`src/rtl/phase_pkg.sv`:
```
// Shared types, constants and the instruction-length clamp for the phase sequencer.
package phase_pkg;

  localparam int unsigned NPHASE = 10;
  localparam int unsigned MINLEN = 2;
  localparam int unsigned MAXLEN = 10;
  localparam int unsigned CNT_W  = 4;

  typedef enum logic [1:0] {
    RUN    = 2'd0,
    HALTED = 2'd1,
    STEP   = 2'd2
  } state_e;

  // Lengths below MINLEN stretch up; above MAXLEN saturate at one full decade.
  function automatic logic [CNT_W-1:0] clamp_len(input logic [CNT_W-1:0] l);
    if (l < CNT_W'(MINLEN)) return CNT_W'(MINLEN);
    if (l > CNT_W'(MAXLEN)) return CNT_W'(MAXLEN);
    return l;
  endfunction

endpackage

```
`src/rtl/phase_sequencer_if.sv`:
```
// Control/status bundle between the phase sequencer and its controller (decode logic, debug panel).
interface phase_sequencer_if;
  import phase_pkg::*;

  logic              _stall;
  logic [CNT_W-1:0]  len;
  logic              halt_req;
  logic              step;
  logic [NPHASE-1:0] phase;
  logic              _co;
  logic              _last;
  logic              halted;

  modport master (
    output _stall, len, halt_req, step,
    input  phase, _co, _last, halted
  );

  modport slave (
    input  _stall, len, halt_req, step,
    output phase, _co, _last, halted
  );
endinterface

```
`src/rtl/phase_counter.sv`:
```
// Decade counter 0..9 with async/sync clear and enable; registered one-hot phase and carry.
module phase_counter
  import phase_pkg::*;
(
  input  logic              clk,
  input  logic              rst_n,
  input  logic              clr_i,
  input  logic              en_i,
  output logic [CNT_W-1:0]  count_o,
  output logic [CNT_W-1:0]  count_nxt_c,
  output logic [NPHASE-1:0] phase_o,
  output logic              co_o
);

  logic [CNT_W-1:0]  count_q, count_d;
  logic [NPHASE-1:0] phase_q, phase_d;
  logic              co_q, co_d;

  always_comb begin
    count_d = count_q;
    if (clr_i) begin
      count_d = '0;
    end else if (en_i) begin
      count_d = (count_q == CNT_W'(NPHASE - 1)) ? '0 : count_q + CNT_W'(1);
    end
    phase_d = NPHASE'(1) << count_d;
    co_d    = (count_d < CNT_W'(NPHASE / 2));
  end

  always_ff @(posedge clk or negedge rst_n) begin
    if (!rst_n) begin
      count_q <= '0;
      phase_q <= NPHASE'(1);
      co_q    <= 1'b1;
    end else begin
      count_q <= count_d;
      phase_q <= phase_d;
      co_q    <= co_d;
    end
  end

  assign count_o     = count_q;
  assign count_nxt_c = count_d;
  assign phase_o     = phase_q;
  assign co_o        = co_q;

endmodule

```
`src/rtl/phase_sequencer.sv`:
```
// Instruction phase sequencer: per-instruction length, stall, and halt/single-step at instruction boundaries.
module phase_sequencer
  import phase_pkg::*;
#(
  parameter int unsigned RESET_LEN = 10
) (
  input  logic             clk,
  input  logic             _mr,
  phase_sequencer_if.slave bus
);

  state_e           state_q, state_d;
  logic [CNT_W-1:0] len_q, len_d;
  logic [CNT_W-1:0] count, count_nxt;
  logic             last_n_q, last_n_d;
  logic             halted_q, halted_d;
  logic             clr, en, is_last;

  phase_counter u_counter (
    .clk         (clk),
    .rst_n       (_mr),
    .clr_i       (clr),
    .en_i        (en),
    .count_o     (count),
    .count_nxt_c (count_nxt),
    .phase_o     (bus.phase),
    .co_o        (bus._co)
  );

  // Phase 0 is never last since the minimum length is 2.
  assign is_last = (count == len_q - CNT_W'(1)) && (count != '0);

  always_comb begin
    state_d = state_q;
    len_d   = len_q;
    clr     = 1'b0;
    en      = 1'b0;
    if (bus._stall) begin
      unique case (state_q)
        RUN, STEP: begin
          if (is_last) begin
            clr     = 1'b1;
            state_d = ((state_q == STEP) || bus.halt_req) ? HALTED : RUN;
          end else begin
            en = 1'b1;
            if (count == '0) len_d = clamp_len(bus.len);
          end
        end
        HALTED: begin
          if (!bus.halt_req)  state_d = RUN;
          else if (bus.step)  state_d = STEP;
        end
        default: state_d = RUN;
      endcase
    end
  end

  // Status outputs are precomputed from next-state so they line up with the registered phase.
  assign last_n_d = !((count_nxt == len_d - CNT_W'(1)) && (count_nxt != '0));
  assign halted_d = (state_d == HALTED);

  always_ff @(posedge clk or negedge _mr) begin
    if (!_mr) begin
      state_q  <= RUN;
      len_q    <= CNT_W'(RESET_LEN);
      last_n_q <= 1'b1;
      halted_q <= 1'b0;
    end else begin
      state_q  <= state_d;
      len_q    <= len_d;
      last_n_q <= last_n_d;
      halted_q <= halted_d;
    end
  end

  assign bus._last  = last_n_q;
  assign bus.halted = halted_q;

endmodule

```
`src/flat_wrapper.sv`:
```
// flat-port wrapper written by rule: the top's interface ports become plain ports
module phase_sequencer_flat import phase_pkg::*;
#(
  parameter int unsigned RESET_LEN = 10
)
  (clk, _mr, bus__stall, bus_len, bus_halt_req, bus_step, bus_phase, bus__co, bus__last, bus_halted);
  phase_sequencer_if bus_i ();
  input  logic clk;
  input  logic _mr;
  input wire logic [$bits(bus_i._stall)-1:0] bus__stall;
  input wire logic [$bits(bus_i.len)-1:0] bus_len;
  input wire logic [$bits(bus_i.halt_req)-1:0] bus_halt_req;
  input wire logic [$bits(bus_i.step)-1:0] bus_step;
  output wire logic [$bits(bus_i.phase)-1:0] bus_phase;
  output wire logic [$bits(bus_i._co)-1:0] bus__co;
  output wire logic [$bits(bus_i._last)-1:0] bus__last;
  output wire logic [$bits(bus_i.halted)-1:0] bus_halted;
  assign bus_i._stall = bus__stall;
  assign bus_i.len = bus_len;
  assign bus_i.halt_req = bus_halt_req;
  assign bus_i.step = bus_step;
  assign bus_phase = bus_i.phase;
  assign bus__co = bus_i._co;
  assign bus__last = bus_i._last;
  assign bus_halted = bus_i.halted;
  phase_sequencer #(.RESET_LEN(RESET_LEN)) u_core (.clk(clk), ._mr(_mr), .bus(bus_i));
endmodule
```
`config.mk`:
```
export PLATFORM = sky130hd
export DESIGN_NAME = phase_sequencer_flat
export DESIGN_NICKNAME = d
export VERILOG_FILES = /design/src/rtl/phase_pkg.sv /design/src/rtl/phase_sequencer_if.sv /design/src/rtl/phase_counter.sv /design/src/rtl/phase_sequencer.sv /design/src/flat_wrapper.sv
export SDC_FILE = /design/constraint.sdc
export NUM_CORES = 1
export LEC_CHECK = 0
export BUFFER_PORTS_ARGS = -buffer_cell sky130_fd_sc_hd__buf_2
export CORE_MARGIN = 5
export CORE_UTILIZATION = 30
export DETAILED_ROUTE_END_ITERATION = 16
export GPL_TIMING_DRIVEN = 0
export PLACE_DENSITY = 0.47
export REMOVE_ABC_BUFFERS = 1
export SLEW_MARGIN = 10
export SYNTH_ARGS = -nofsm -noshare
export SYNTH_HDL_FRONTEND = slang
export SYNTH_SLANG_ARGS = --single-unit
```
`constraint.sdc`:
```
create_clock -name clk -period 2.15 [get_ports clk]
set_input_delay 0.215 -clock clk [delete_from_list [all_inputs] [get_ports clk]]
set_output_delay 0.215 -clock clk [all_outputs]
set_load 0.005 [all_outputs]
```
Yosys cells after proc, flatten, opt, wreduce, memory -nomap -nowiden
Cells that the tools add are included.
- input bits: 9
- flip-flop bits (word level): 23
- output and inout bits: 13
- shift operators: 1
- multiplexer cells: 34
- equality and inequality tests: 6
- $lt $le $gt $ge: 3
- reduce and logical (&&, ||, !) cells: 9
- $add $sub $neg: 3
- operators with widths (kind ; count):
    $mux W4 ; 11
    $mux W1 ; 18
    $shl A1 B4 Y10 const A ; 1
    $eq A4 B4 Y1 ; 2
    $mux W2 ; 4
    $reduce_bool A4 Y1 ; 2
    $sub A4 B1 Y4 const B ; 2
    $add A4 B1 Y4 const B ; 1
    $eq A2 B1 Y1 const B ; 2
    $eq A4 B4 Y1 const B ; 1
    $gt A4 B4 Y1 const B ; 1
    $logic_not A4 Y1 ; 1
    $lt A4 B2 Y1 const B ; 1
    $lt A4 B3 Y1 const B ; 1
    $pmux W2 S2 ; 1
    $eq A2 B2 Y1 const B ; 1
    $logic_and A1 B1 Y1 ; 2
    $logic_not A2 Y1 ; 1
    $reduce_or A2 Y1 ; 1
    $logic_not A1 Y1 ; 1
    $logic_or A1 B1 Y1 ; 1

Longest topological paths before layout
Gate-level depths: netlist (run 1).
- depth after elaboration: 21
- mapped depth: 12
- gate-level depth less buffers: 11

Hierarchy
A second synthesis (run 1) with hierarchy kept.
- cells, all modules: 150
- area total of the unflattened synthesis: 1462.7 µm²
- by module, submodules not included (module ; cells an instance ; area each (µm²) ; times used):
    phase_counter ; 73 ; 758.2 ; 1
    phase_sequencer ; 77 ; 704.4 ; 1

Worst setup path before layout (run 1)
No wires, ideal clock.
- path kind: reg2reg
- start point: reg u_core.u_counter.count_q[0], in the netlist u_core.u_counter.count_o[0]
- end point: reg u_core.last_n_q, in the netlist u_core.bus._last
- period minus slack after synthesis: 2.370 ns
- library setup time: 0.088 ns
- setup slack: -0.220 ns
- arrival time: 2.282 ns
- stages on the path, launching flop included: 13
- cells stage by stage: dfrtp_1 > buf_2 > clkinv_1 > ha_1 > or3b_4 > nor2_4 > nor2_1 > a21o_1 > ha_1 > nand2b_1 > a41oi_1 > nor4_1 > o21ai_1
- longest elaborated chain between the ends: 10
- ends and longest elaborated chain (element ; line ; source):
    from (decl) ; phase_counter.sv:15 ; logic [CNT_W-1:0] count_q, count_d;
    from (signal assigned) ; phase_counter.sv:36 ; count_q <= count_d;
    branches (longest 8 deep; another with $sub A4 B1 Y4) ; n/a ;
    $logic_and A1 B1 Y1 * ; phase_sequencer.sv:59 ; assign last_n_d = !((count_nxt == len_d - CNT_W'(1)) && (count_nxt != '0));
    $logic_not A1 Y1 * ; phase_sequencer.sv:59 ;
    named net u_core.last_n_d ; phase_sequencer.sv:15 ; logic last_n_q, last_n_d;
    to (signal assigned) ; phase_sequencer.sv:71 ; last_n_q <= last_n_d;
    to (decl) ; phase_sequencer.sv:15 ;
Mark *: on every way through the listed nets, which the timed path passes.

Worst setup path after layout (run 1)
- start point: reg u_core.u_counter.count_q[1], in the netlist u_core.u_counter.count_o[1]
- end point: reg u_core.last_n_q, in the netlist u_core.bus._last
Same word-level chain as after synthesis.

==> results of run 1 <==
## cells in the final DEF (no fill, tap or decap), types with 2 or more instances in the layout
| master | instances |
|---|---|
| buf_2 | 21 |
| xor2_1 | 2 |
| nand3_1 | 5 |
| inv_1 | 5 |
| a22oi_1 | 3 |
| clkbuf_8 | 3 |
| nor2_1 | 18 |
| a21o_1 | 2 |
| nand2b_1 | 2 |
| and3_1 | 2 |
| a31oi_2 | 2 |
| xnor2_1 | 5 |
| dfrtp_2 | 4 |
| a211oi_1 | 2 |
| nor3_1 | 4 |
| dfstp_2 | 5 |
| nor2b_1 | 3 |
| inv_2 | 4 |
| nand2_1 | 11 |
| ha_4 | 3 |
| a21oi_1 | 2 |
| nand3b_1 | 2 |
| dfrtp_1 | 14 |
| o31ai_1 | 2 |
| ha_1 | 2 |
| o21ai_0 | 6 |
| buf_4 | 9 |
| nor3_4 | 2 |
| nor3_2 | 2 |
| o21ai_1 | 4 |
## critical path: cells and delay by family (launching register included)
| kind | cells | cell delay [ns] |
|---|---|---|
| adder cells (fa/ha/maj) | 2 | 0.40 |
| buffers and inverters | 1 | 0.08 |
| AND/OR/NAND/NOR | 5 | 0.96 |
| AO/OA/AOI/OAI | 3 | 0.35 |
| flip-flops | 1 | 0.43 |
## layer usage
layer / up-vias / GRT usage
met5: - / 0
met3: 5 / 0.0244
met2: 22 / 0.204
met1: 608 / 0.159
met4: 0 / 0.0524
li1: 623 / -
## path summary, 6_finish.rpt
check	startpoint	to	slack [ns]	cells past startpoint
min reg2reg	u_core.len_q[3]	u_core.len_q[3]	0.49	2
max	u_core.u_counter.count_o[1]	u_core.bus._last	-0.13	11
max reg2reg	u_core.u_counter.count_o[1]	u_core.bus._last	-0.13	11
max in group asynchronous	_mr	u_core.u_counter.count_o[2]	1.33	2
min in group asynchronous	_mr	u_core.bus.halted	0.45	2
min	bus_len[3]	u_core.len_q[3]	0.17	3
## cell type report
type,instances,area (um^2),area share
clock buffer,3,41.3,0.0219
timing repair buffer,32,194,0.103
multi-input combinational,120,933,0.494
sequential,23,587,0.311
tap,67,83.8,0.0444
inverter,10,42.5,0.0225
clock inverter,1,7.51,0.00397
## kinds of logic after synthesis
group,count (synthesis)
compound gates,39
xor+xnor,9
fa+ha+maj,5
buf+inv,18
flops,23
mux,2
simple gates,65
## power by group
group,internal [mW],switching [mW]
clock network,0.132,0.163
logic,0.963,1.06
registers,0.631,0.152
## state kept, by name (all words and copies together), names as in the netlist
name                      count
u_core.bus._last              1
u_core.bus.halted             1
u_core.len_q                  4
u_core.state_q                2
u_core.u_counter.co_o         1
u_core.u_counter.count_o      4
u_core.u_counter.phase_o     10
## timing repair
item | 4_1_cts | 5_1_grt
gates resized for setup | 14 | 17
hold endpoints to repair | 18 | 0
setup endpoints to repair | 19 | 15
hold buffers | 1 | 0
setup buffers | 6 | 4
pin swaps | 6 | 10
==> impl_metrics.tcl, run 1 <==
set metrics [dict create \
    hp-class "input port to flop" \
    track_usage 0.124 \
    drc 0 \
    diodes 0 \
    drt_wl_total_um 3630 \
    power.density_nw_per_um2 1640 \
    place_congestion 0.843 \
    yosys.area.top_type "dfrtp_1" \
    grt_max_degree 24 \
    cap_violations 0 \
    crit_fanout 3 \
    synth_ff_type "dfrtp_1" \
    ir_drop_mv 0.441 \
    wl_met2_um 1870 \
    clock_skew_ns 0.00179 \
    yosys.area_share.adder 0.0417 \
    final_util 0.395 \
    power_mw 3.10 \
    finalCritPeriodShare 1.06 \
    synth-seq-cells 23 \
    async_flop_share 1.00 \
    fmax_ghz 0.438 \
    nNetsFinal 204 \
    crit_arrival_ns 2.49 \
    post-route-min-period_ns 2.28 \
    top_layer_used "met4" \
    path_cells "inv_2 > ha_4 > or3b_4 > nor2_4 > nor2_1 > a21o_1 > ha_4 > nand2b_4 > a41oi_2 > nor4_2 > o21ai_1" \
    vias 1258 \
    holdWs_ns 0.167 \
    violations "negative setup slack" \
    numClockSinks 23 \
    synth_top_family_by_area "simple AND/OR/NAND/NOR gates" \
    crit_type "flop to flop" \
    grt_pass1_vias 1267 \
    rsz0062_at_grt "yes" \
    worst_ep_required_time_ns 2.35 \
    power_leakage_nw 0.825 \
    worst_slack_ns -0.133 \
    met3WireLength_um 121 \
    layout-drive-gt1-share 0.413 \
    end_kind "flop" \
    hpwl_um 2580 \
    coreArea_um2 4790 \
    synth_xor_area_frac 0.0617 \
    firstDrtPassIters 4 \
    place_ws_ns -0.879 \
    synth_common_cells "nor2_1, dfrtp_1, nand2_1, inv_1, o21ai_0" \
    finalHoldViolCount 0 \
    dieWidth_um 80.7 \
    crit_top_cell "ha_4" \
    antenna_found_initial 0 \
    placed_cell_area_um2 1640 \
    syn_avg_cell_area_um2 9.33 \
    ant_nets 0 \
    yosysTopAreaCellShare 0.300 \
    tightestPinTransition_ns 0.522 \
    synthMuxAreaShare 0.0142 \
    design_area_um2 1890 \
    synth_cells 161 \
    netlist_area_um2 1500 \
    ys_seq_area_frac 0.387 \
    num-fill-cells 496 \
    port-buffer-count 21 \
    syn_to_final_growth_pct 25.8 \
    setup_viol 1 \
    grt-ovfl-total 0 \
    synth.area.top_cells "dfrtp_1, dfstp_2, nor2_1, ha_1, xnor2_1" \
    synth_edf_count 0 \
    io_pins 22 \
    start_util 0.314 \
    cpPeakStageDelay_ns 0.43 \
    ys_types 54 \
    setup_tns_ns -0.133 \
    clock_latency_ns 0.28 \
    synth.most_common_cell "nor2_1" \
    cp-start-kind "flop" \
    cts_root_buffer "clkbuf_8" \
    htree_num_levels 1 \
    yosys_warnings 0 \
    wl_per_cell_um 14.2 \
    slew_headroom 0.652 \
    instances_no_fill 256 \
    cts_inserted_buffers 3 \
    slew_viol_final 0 \
    status "finished, violations left" \
    cts_tree "done" \
    synth_simple_gate_area_frac 0.241 \
    rows 25 \
    clk_pin_slew_ns 0.09 \
    grt_pass1_wl_um 6220 \
    die_h_um 80.7 \
    die_area_um2 6520 \
    critPathSlowestCell "dfrtp_2" \
    vias_per_cell 4.91 \
    met1Wirelength_um 1580 \
    cts.path.max_buffers 2 \
    synth_compound_gate_area_share 0.192 \
    dp_cells 241 \
    drt_iter0_drc 112 \
]
Power figures use the tool's default switching activity.
==> run 2, diff against run 1 <==
--- a/config.mk
+++ b/config.mk
@@ -6,11 +6,10 @@
 export NUM_CORES = 1
 export LEC_CHECK = 0
 export BUFFER_PORTS_ARGS = -buffer_cell sky130_fd_sc_hd__buf_2
-export CORE_MARGIN = 5
+export CORE_MARGIN = 10
 export CORE_UTILIZATION = 30
 export DETAILED_ROUTE_END_ITERATION = 16
 export GPL_TIMING_DRIVEN = 0
-export PLACE_DENSITY = 0.47
 export REMOVE_ABC_BUFFERS = 1
 export SLEW_MARGIN = 10
 export SYNTH_ARGS = -nofsm -noshare
==> constraint.sdc (replaced) <==
create_clock -name clk -period 2.7 [get_ports clk]
set_input_delay 0.27 -clock clk [delete_from_list [all_inputs] [get_ports clk]]
set_output_delay 0.27 -clock clk [all_outputs]
set_load 0.005 [all_outputs]
==> run 2 against run 1 <==
The flow now finishes without violations. Sequential share of layout area rose by 2.4 points. Die area rose by 26%. Fmax fell by 8.7%. Final cell count fell by 2.3%. Wire length fell by 5.7%. Largest cell class unchanged.
==> impl_metrics.tcl, run 2 (same netlist as run 1, synthesis figures left out) <==
set metrics [dict create \
    post-route-min-period_ns 2.50 \
    drt_wl_total_um 3430 \
    critPathSlowestCell "dfrtp_2" \
    cp-start-kind "flop" \
    htree_num_levels 1 \
    ir_drop_mv 0.320 \
    worst_ep_required_time_ns 2.90 \
    drc 0 \
    grt-ovfl-total 0 \
    slew_viol_final 0 \
    io_pins 22 \
    power.density_nw_per_um2 1240 \
    nNetsFinal 198 \
    start_util 0.314 \
    port-buffer-count 21 \
    crit_top_cell "ha_1" \
    layout_commonest_cell "buf_2" \
    firstDrtPassIters 4 \
    clock_skew_ns 0.00196 \
    grt_max_degree 24 \
    dieWidth_um 90.7 \
    place_congestion 0.866 \
    critPathBufInv 1 \
    syn_to_final_growth_pct 16.2 \
    grt_pass1_wl_um 5760 \
    power_leakage_nw 0.782 \
    layout-drive-gt1-share 0.290 \
    antenna_found_initial 0 \
    instances_no_fill 250 \
    numClockSinks 23 \
    finalHoldViolCount 0 \
    cts.path.max_buffers 2 \
    fmax_ghz 0.400 \
    dp_cells 241 \
    crit_family "simple AND/OR/NAND/NOR gates" \
    largest_reg_flops 10 \
    status "finished clean" \
    power_mw 2.16 \
    clock_latency_ns 0.27 \
    grt_pass1_vias 1238 \
    die_area_um2 8230 \
    crit_arrival_ns 2.70 \
    rows 25 \
    slew_headroom 0.532 \
    holdWs_ns 0.223 \
    track_usage 0.0845 \
    hp-class "input port to flop" \
    hpwl_um 2430 \
    vias_per_cell 4.79 \
    crit_type "flop to flop" \
    crit_fanout 10 \
    wl_per_cell_um 13.7 \
    vias 1198 \
    clk_pin_slew_ns 0.09 \
    ant_nets 0 \
    most-common-layout-cells "buf_2, nor2_1, dfrtp_1, nand2_1" \
    end_kind "flop" \
    cap_violations 0 \
    setup_viol 0 \
    cts_inserted_buffers 3 \
    coreArea_um2 4790 \
    diodes 0 \
    die_h_um 90.7 \
    num-fill-cells 491 \
    tightestPinTransition_ns 0.703 \
    setup_tns_ns 0 \
    drt_iter0_drc 110 \
    cpPeakStageDelay_ns 0.44 \
    cts_tree "done" \
    cts_root_buffer "clkbuf_8" \
    final_util 0.365 \
    path_cells "clkinv_2 > ha_1 > or3b_4 > nor2_4 > nor2_1 > a21o_1 > ha_1 > nand3_1 > o21ai_0 > nor4_2 > o21ai_1" \
    finalCritPeriodShare 0.926 \
]
==> run 2: cell types whose count changed in the layout (fill, tap and decap cells not counted), sizes merged <==
cell / previous run / this run
buf: 31 / 25
clkinv: 1 / 2
clkinvlp: 1 / 0
==> run 2: report_power, final <==
group	total, mW	leakage [nW]	internal, mW	switching [mW]
Combinational	1.29	0.466	0.580	0.715
Clock	0.226	0.0255	0.103	0.123
Sequential	0.639	0.291	0.500	0.139
Total	2.16	0.782	1.18	0.977
==> run 2: path summary, 6_finish.rpt <==
| check | from | endpoint | slack [ns] | cells past startpoint |
|---|---|---|---|---|
| setup / recovery | u_core.u_counter.count_o[0] | u_core.bus._last | 0.20 | 11 |
| hold / removal | bus_len[3] | u_core.len_q[3] | 0.22 | 3 |
| setup reg to reg | u_core.u_counter.count_o[0] | u_core.bus._last | 0.20 | 11 |
| hold reg to reg | u_core.len_q[3] | u_core.len_q[3] | 0.49 | 2 |
| min in group asynchronous | _mr | u_core.len_q[0] | 0.50 | 2 |
| max in group asynchronous | _mr | u_core.u_counter.count_o[1] | 1.81 | 2 |
==> run 2: through the flow <==
step                instance area, um^2  setup slack (ns)
floorplan                          1450             0.339
global placement                   1640            -0.317
detailed placement                 1640            -0.317
CTS                                1700            0.0165
global route                       1750         -0.000490
finish                             1750             0.200
==> run 2: layout make-up <==
class                   instances  area [um^2]  area share
multi-input cells             120          847       0.485
clock inverters                 1         5.00     0.00287
well taps                      67         83.8      0.0480
repair buffers                 26          145      0.0832
inverters                      10         38.8      0.0222
clock buffers                   3         41.3      0.0237
flip-flops and latches         23          584       0.335
==> run 2: worst min-delay path, cell delays in order <==
cell and delay, ns:
buf_2 0.13, nand2_1 0.06, nand2_1 0.04
==> run 2: what timing repair did <==
| item | CTS | global route |
|---|---|---|
| setup buffers | 0 | 4 |
| hold endpoints to repair | 18 | 0 |
| hold buffers | 1 | 0 |
| pin swaps | 0 | 2 |
| gates resized for setup | 3 | 4 |
| endpoints found under the setup margin | 1 | 2 |
==> run 2: per-layer routing <==
metal,share of wire,track usage,up-vias
li1,-,-,608
met2,0.47,0.138,21
met1,0.46,0.0989,564
met5,0,0,-
met3,0.046,0.0191,5
met4,0.017,0.0477,0
==> run 3, diff against run 2 <==
--- a/config.mk
+++ b/config.mk
@@ -5,10 +5,10 @@
 export SDC_FILE = /design/constraint.sdc
 export NUM_CORES = 1
 export LEC_CHECK = 0
-export BUFFER_PORTS_ARGS = -buffer_cell sky130_fd_sc_hd__buf_2
 export CORE_MARGIN = 10
 export CORE_UTILIZATION = 30
 export DETAILED_ROUTE_END_ITERATION = 16
+export DONT_BUFFER_PORTS = 1
 export GPL_TIMING_DRIVEN = 0
 export REMOVE_ABC_BUFFERS = 1
 export SLEW_MARGIN = 10
==> run 3 against run 2 <==
Fmax increased by 0.64%. Final cell count decreased by 7.6%. Sequential share of layout area increased by 1.6 points. First-iteration DRC count fell by 72%. Critical path depth unchanged. Critical path type unchanged. Sequential power is 3% higher. Hold slack worse by 0.14 ns. Critical endpoint unchanged. Via count is 5.5% lower.
==> impl_metrics.tcl, run 3 (same netlist as run 1, synthesis figures left out) <==
set metrics [dict create \
    status "finished clean" \
    placed_cell_area_um2 1530 \
    layout_commonest_cell "nor2_1" \
    rows 25 \
    r2r_slack_ns 0.22 \
    grt_pass1_wl_um 5490 \
    hpwl_um 2450 \
    cts_inserted_buffers 3 \
    crit_type "flop to flop" \
    r2r_end "u_core.bus._last" \
    grt_max_degree 24 \
    most-common-layout-cells "nor2_1, dfrtp_1, nand2_1, inv_1, o21ai_0" \
    clock_skew_ns 0.00168 \
    largest_reg_flops 10 \
    holdWs_ns 0.0834 \
    rsz0062_at_grt "no" \
    ant_nets 0 \
    setup_viol 0 \
    die_h_um 90.7 \
    ir_drop_mv 0.313 \
    worstReg2RegStart "u_core.u_counter.count_o[0]" \
    diodes 0 \
    numClockSinks 23 \
    critical_path.endpoint "u_core.bus._last" \
    antenna_found_initial 0 \
    port-buffer-count 0 \
    drc 0 \
    firstDrtPassIters 4 \
    cap_violations 0 \
    clk_pin_slew_ns 0.08 \
    finalHoldViolCount 0 \
    clock_latency_ns 0.26 \
    drt_wl_total_um 3300 \
    grt_pass1_vias 1065 \
    post-route-min-period_ns 2.48 \
    io_pins 22 \
    hp-class "input port to flop" \
    place_congestion 0.766 \
    r2r_cells 11 \
    cp-start-kind "flop" \
    finalCritPeriodShare 0.920 \
    tightestPinTransition_ns 0.696 \
    die_area_um2 8230 \
    crit_fanout 10 \
    start_util 0.314 \
    grt-ovfl-total 0 \
    power_leakage_nw 0.697 \
    cts_root_buffer "clkbuf_8" \
    slew_headroom 0.536 \
    dieWidth_um 90.7 \
    fmax_ghz 0.402 \
    crit_arrival_ns 2.67 \
    cts.path.max_buffers 2 \
    layout-drive-gt1-share 0.201 \
    htree_num_levels 1 \
    nNetsFinal 179 \
    syn_to_final_growth_pct 11.0 \
    coreArea_um2 4790 \
    slew_viol_final 0 \
    cts_tree "done" \
    power_mw 2.11 \
    worst_ep_required_time_ns 2.89 \
    end_kind "flop" \
    vias_per_cell 4.90 \
    vias 1132 \
    startpoint "u_core.u_counter.count_o[0]" \
    num-fill-cells 484 \
    design_area_um2 1670 \
    dp_cells 220 \
    instances_no_fill 231 \
    power.density_nw_per_um2 1260 \
    wl_per_cell_um 14.3 \
    track_usage 0.0798 \
    drt_iter0_drc 31 \
]
## run 3: cell types whose count changed in the layout (fill, tap and decap cells not counted)
cell	before	now
buf_12	0	1
buf_2	21	0
buf_4	4	5
clkbuf_1	0	1
clkinv_2	2	1
o21ai_0	8	7
o21ai_1	2	3
## run 3: worst min path at each step
stage / from / end / slack, ns / cells past startpoint
after floorplan: _mr / u_core.bus.halted / -0.03 / 0
after global placement: _mr / u_core.len_q[0] / -0.02 / 0
after CTS: bus_len[3] / u_core.len_q[3] / 0.07 / 2
after detailed placement: _mr / u_core.len_q[0] / -0.02 / 0
final: bus_len[3] / u_core.len_q[3] / 0.08 / 2
after global routing: bus_len[3] / u_core.len_q[3] / 0.08 / 2
## run 3: layout make-up
| class | count | area, um^2 | area share |
|---|---|---|---|
| repair buffers | 7 | 67.6 | 0.0405 |
| well taps | 67 | 83.8 | 0.0503 |
| multi-input cells | 120 | 847 | 0.508 |
| clock buffers | 4 | 45.0 | 0.0270 |
| inverters | 10 | 38.8 | 0.0233 |
| flip-flops and latches | 23 | 584 | 0.351 |
## run 3: per-layer routing
metal | part of all wire | track usage | vias up
met2 | 0.47 | 0.132 | 27
li1 | - | - | 577
met3 | 0.066 | 0.0333 | 2
met1 | 0.46 | 0.0954 | 526
met5 | 0 | 0 | -
met4 | 0.0052 | 0.0133 | 0
## run 3: timing repair
| item | 4_1_cts | 5_1_grt |
|---|---|---|
| gates resized for setup | 3 | 5 |
| setup buffers | 0 | 5 |
| pin swaps | 0 | 2 |
| setup endpoints to repair | 1 | 1 |
| hold endpoints to repair | 23 | 0 |
| hold buffers | 2 | 0 |
## run 3: metrics by stage
| stage | worst slack [ns] | setup TNS, ns | utilization |
|---|---|---|---|
| after floorplan | 0.339 | 0 | - |
| after global placement | -0.356 | -0.356 | 0.320 |
| after detailed placement | -0.327 | -0.327 | 0.320 |
| after CTS | 0.0475 | 0 | 0.338 |
| after global routing | 0.0224 | 0 | 0.348 |
| final | 0.215 | 0 | 0.348 |
## run 3: critical path, cell delays in order (launching register included)
cell	delay (ns)
dfrtp_2	0.44
clkinv_2	0.13
ha_1	0.17
or3b_4	0.40
nor2_4	0.16
nor2_1	0.06
a21o_1	0.17
ha_1	0.31
nand3_1	0.07
o21ai_1	0.10
nor4_2	0.28
o21ai_1	0.11
## run 3: power breakdown
| part | internal [mW] | switching [mW] | total, mW |
|---|---|---|---|
| Combinational | 0.550 | 0.680 | 1.23 |
| Sequential | 0.502 | 0.157 | 0.659 |
| Clock | 0.105 | 0.112 | 0.217 |
| Total | 1.16 | 0.949 | 2.11 |
